`src/rtl/mod_updown_counter.sv`:
```
// Modulo-MODULUS up/down counter with synchronous load (clamped), enable, tc flag and wrap pulse.
// Latency: count/wrap registered, update one cycle after the edge; tc is combinational from count/up.
// Backpressure: none; en gates stepping and count holds while en=0. Optional prescaler: CNT_PRESCALE_EN.
module mod_updown_counter #(
  parameter int WIDTH    = 4,   // counter width in bits, >= 1
  parameter int MODULUS  = 16,  // count range 0..MODULUS-1, 2 <= MODULUS <= 2**WIDTH
  parameter int PRESCALE = 4    // enabled cycles per step when the prescaler is built, >= 1
) (
  input  logic             clk,
  input  logic             rst,
  input  logic             en,
  input  logic             up,
  input  logic             load,
  input  logic [WIDTH-1:0] load_val,
  output logic [WIDTH-1:0] count,
  output logic             tc,
  output logic             wrap
);

  // Terminal value; the extra compare bit lets MODULUS == 2**WIDTH be represented.
  localparam logic [WIDTH-1:0] MAX_VAL = WIDTH'(MODULUS - 1);
  localparam logic [WIDTH:0]   MOD_EXT = (WIDTH + 1)'(MODULUS);

  logic [WIDTH-1:0] load_clamped;
  logic [WIDTH-1:0] step_count;
  logic             step_wrap;

  // Clamp out-of-range loads to the top of the range and compute the next step value.
  always_comb begin
    load_clamped = load_val;
    if ({1'b0, load_val} >= MOD_EXT) begin
      load_clamped = MAX_VAL;
    end
    step_count = count;
    step_wrap  = 1'b0;
    if (up) begin
      if (count == MAX_VAL) begin
        step_count = '0;
        step_wrap  = 1'b1;
      end else begin
        step_count = count + WIDTH'(1);
      end
    end else begin
      if (count == '0) begin
        step_count = MAX_VAL;
        step_wrap  = 1'b1;
      end else begin
        step_count = count - WIDTH'(1);
      end
    end
  end

`ifdef CNT_PRESCALE_EN
  // Prescaler only needs to reach PRESCALE-1; a 1-bit register covers PRESCALE=1.
  localparam int             PS_W    = (PRESCALE > 1) ? $clog2(PRESCALE) : 1;
  localparam logic [PS_W-1:0] PS_LAST = PS_W'(PRESCALE - 1);

  logic [PS_W-1:0] ps;

  // All state: rst beats load beats en; a step happens only on the last prescaled enabled cycle.
  always_ff @(posedge clk) begin
    if (rst) begin
      count <= '0;
      wrap  <= 1'b0;
      ps    <= '0;
    end else if (load) begin
      count <= load_clamped;
      wrap  <= 1'b0;
      ps    <= '0;
    end else if (en) begin
      if (ps == PS_LAST) begin
        ps    <= '0;
        count <= step_count;
        wrap  <= step_wrap;
      end else begin
        ps    <= ps + PS_W'(1);
        wrap  <= 1'b0;
      end
    end else begin
      wrap <= 1'b0;
    end
  end
`else
  // All state: rst beats load beats en; every enabled cycle is a step.
  always_ff @(posedge clk) begin
    if (rst) begin
      count <= '0;
      wrap  <= 1'b0;
    end else if (load) begin
      count <= load_clamped;
      wrap  <= 1'b0;
    end else if (en) begin
      count <= step_count;
      wrap  <= step_wrap;
    end else begin
      wrap <= 1'b0;
    end
  end
`endif

  // Terminal count depends on direction only, never on en.
  assign tc = up ? (count == MAX_VAL) : (count == '0);

endmodule

```
`config.mk`:
```
export PLATFORM = sky130hd
export DESIGN_NAME = mod_updown_counter
export DESIGN_NICKNAME = d
export VERILOG_FILES = /design/src/rtl/mod_updown_counter.sv
export SDC_FILE = /design/constraint.sdc
export NUM_CORES = 1
export LEC_CHECK = 0
export CORE_AREA = 3 3 40 42
export DETAILED_ROUTE_END_ITERATION = 8
export DIE_AREA = 0 0 43 45
export GPL_TIMING_DRIVEN = 0
export MAX_ROUTING_LAYER = met4
export SLEW_MARGIN = 20
export SYNTH_ARGS = -nofsm -noshare
export SYNTH_HDL_FRONTEND = slang
export SYNTH_SLANG_ARGS = --single-unit
```
`constraint.sdc`:
```
create_clock -name clk -period 2.1 [get_ports clk]
set_clock_uncertainty 0.1 [all_clocks]
set_input_delay 0.21 -clock clk [delete_from_list [all_inputs] [get_ports clk]]
set_output_delay 0.21 -clock clk [all_outputs]
set_load 0.02 [all_outputs]
```
==> results.txt <==
Die area -> 1940 sq um
Detailed Routing Iterations Pass 1 -> 2
RD Place Congestion -> 0.722
Final Setup Violations -> 0
Share of layout cells above drive strength 1 -> 11.5%
Final WL -> 853 microns
Placed Instances -> 72
GRT Overall Usage -> 10.8%
Chip height -> 45 microns
CTS tree -> built
R2R cell count -> 6
Critical Path AT -> 1.62 ns
Register area -> 100 sq um
Initial antenna violation count -> 0
Library cells used by synthesis -> 22
Outcome -> finished clean
TritonCTS buffer count -> 3
Root Driver -> clkbuf_4
Reg2reg start -> count[0]
Max Fclk -> 518 MHz
Hold Path Depth -> 3
Drt via density -> 4.68
IO Pins -> 15
Hold Worst Slack -> 0.422 ns
Avg WL per Cell -> 11.2 microns
Max Fanout on Critical Path -> 8
Max cap viols -> 0
Final min period -> 1.93 ns
Min-delay src -> load_val[0]
Commonest non-fill, non-tap cell in the layout -> clkdlybuf4s50_1
Post-route ant nets -> 0
Crit share post-route -> 91.8%
Sequential element share of the synthesized area -> 29.3%
Fillers -> 135
Most frequent cells in the layout -> clkdlybuf4s50_1, inv_1, dfxtp_1
Nets -> 73
Clk_lat worst skew -> 0.24 ns
Aggregate global routing overflow -> 0
Num rows -> 13
Port Buf Inserts -> 14
Crit Path Class -> flip-flop to output port
Syn_nets -> 54
# diodes -> 0
Synth Register Bits -> 5
Worst Hold Endpoint -> count[0]
First-pass GRT wire length -> 1420 microns
Syn Area/Cell -> 7.94 sq um
CTS clk-pin slew, worst paths -> 0.04 ns
Area Growth Syn to Fin -> 53.8%
Clock sinks -> 5
Worst Setup SP -> count[0]
Element type at the critical path start -> flip-flop
RSZ-0062 raised after global routing -> false
Clock buffer depth -> 2
Ys async rst share -> 0%
Measured slew at the worst slew-check pin -> 0.279 ns
Routed via count -> 356
Setup TNS -> 0 ns
Final Hold Viols -> 0
Largest net degree at the start of global routing -> 10
Core area -> 1280 sq um
Top FF cell, synth -> dfxtp_1
R2r setup slk -> 0.44 ns
Post-DP HPWL -> 648 microns
Total power -> 0.320 mW
Multi-input gate area -> 226 sq um
Number of global-route vias before repair -> 339
H-tree Lvls -> 1
Post-layout util -> 40.9%
Leakage -> 0.205 nW
Pwr/cell area -> 609 nW/um^2
Req. time, crit path -> 1.79 ns
Peak VDD IR -> 0.261 mV
Synth warn -> 0
Worst reg2reg path endpoint -> count[0]
Die X -> 43 microns
Hold Path Class -> primary input to flip-flop
Max-slew headroom -> 81.4%
Critical Path Sink Type -> output port
Synthesized area -> 342 sq um
Iter 0 DRT Violations -> 2
Non-filler cells, final -> 76
Syn Inst Count -> 43
Residual DRC -> 0
Post-synth EDFFs -> 0
Final-report max-slew violation count -> 0
Starting Density -> 26.6%
==> through the flow <==
| stage | area [sq um] | setup WS (ns) |
|---|---|---|
| detailed placement | 500 | -0.193 |
| global placement | 500 | -0.190 |
| finish | 526 | 0.171 |
| CTS | 528 | 0.000170 |
| floorplan | 342 | 0.166 |
| global route | 526 | 0.0605 |
==> layer usage <==
metal	share of wire, %	GRT usage [%]
met5	0	-
met4	2.9	9.04
met3	10	5.18
met2	41	14.7
met1	46	11.8
==> worst max-delay path, stage by stage (launching register included) <==
cell     delay [ns]
dfxtp_1        0.37
inv_1          0.12
ha_1           0.19
or3b_1         0.39
o21ai_2        0.13
buf_2          0.17
==> cells in the mapped netlist, types with 2 or more instances <==
cell | number | share of area, %
dfxtp_1 | 5 | 29
inv_1 | 5 | 5.5
a21oi_1 | 4 | 5.9
o21ai_0 | 4 | 5.9
nand2_1 | 3 | 3.3
nor2_1 | 3 | 3.3
a211oi_1 | 2 | 4.4
ha_1 | 2 | 7.3
xnor2_1 | 2 | 5.1
==> cell type report <==
cell class              count  area share [%]
inverters                   5            3.57
well taps                  15            3.57
flip-flops and latches      5            19.0
repair buffers             14            25.7
multi-input cells          33            43.1
clock buffers               4            5.00
==> registers in the layout, summed over array words and instances (netlist names) <==
signal  cells
wrap        1
count       4
==> worst max-delay path by stage <==
| stage | to | slack, ns | cells past startpoint |
|---|---|---|---|
| floorplan | wrap | 0.17 | 5 |
| global placement | tc | -0.19 | 4 |
| detailed placement | tc | -0.19 | 4 |
| CTS | tc | 0.0002 | 5 |
| global route | tc | 0.06 | 5 |
| finish | tc | 0.17 | 5 |
==> cell families (layout without fill, tap and decap cells) <==
family	after synthesis	after routing	synth area share [%]
compound gates	14	14	26.0
xor+xnor	2	2	5.13
fa+ha+maj	2	2	7.32
buf+inv	5	23	5.50
flops	5	5	29.3
mux	2	2	6.23
simple gates	13	13	20.5
==> power breakdown <==
group / switching (mW) / internal, mW / total (mW)
logic: 0.0434 / 0.0499 / 0.0933
clock network: 0.0421 / 0.0720 / 0.114
registers: 0.0106 / 0.102 / 0.113
total: 0.0962 / 0.224 / 0.320
==> repair_timing <==
item | 4_1_cts | 5_1_grt
hold buffers | 0 | 0
gates resized for setup | 4 | 3
endpoints found under the setup margin | 1 | 1
buffers inserted | 0 | 0
gates cloned | 0 | 0
No activity file was read; power rests on OpenSTA's default activity.
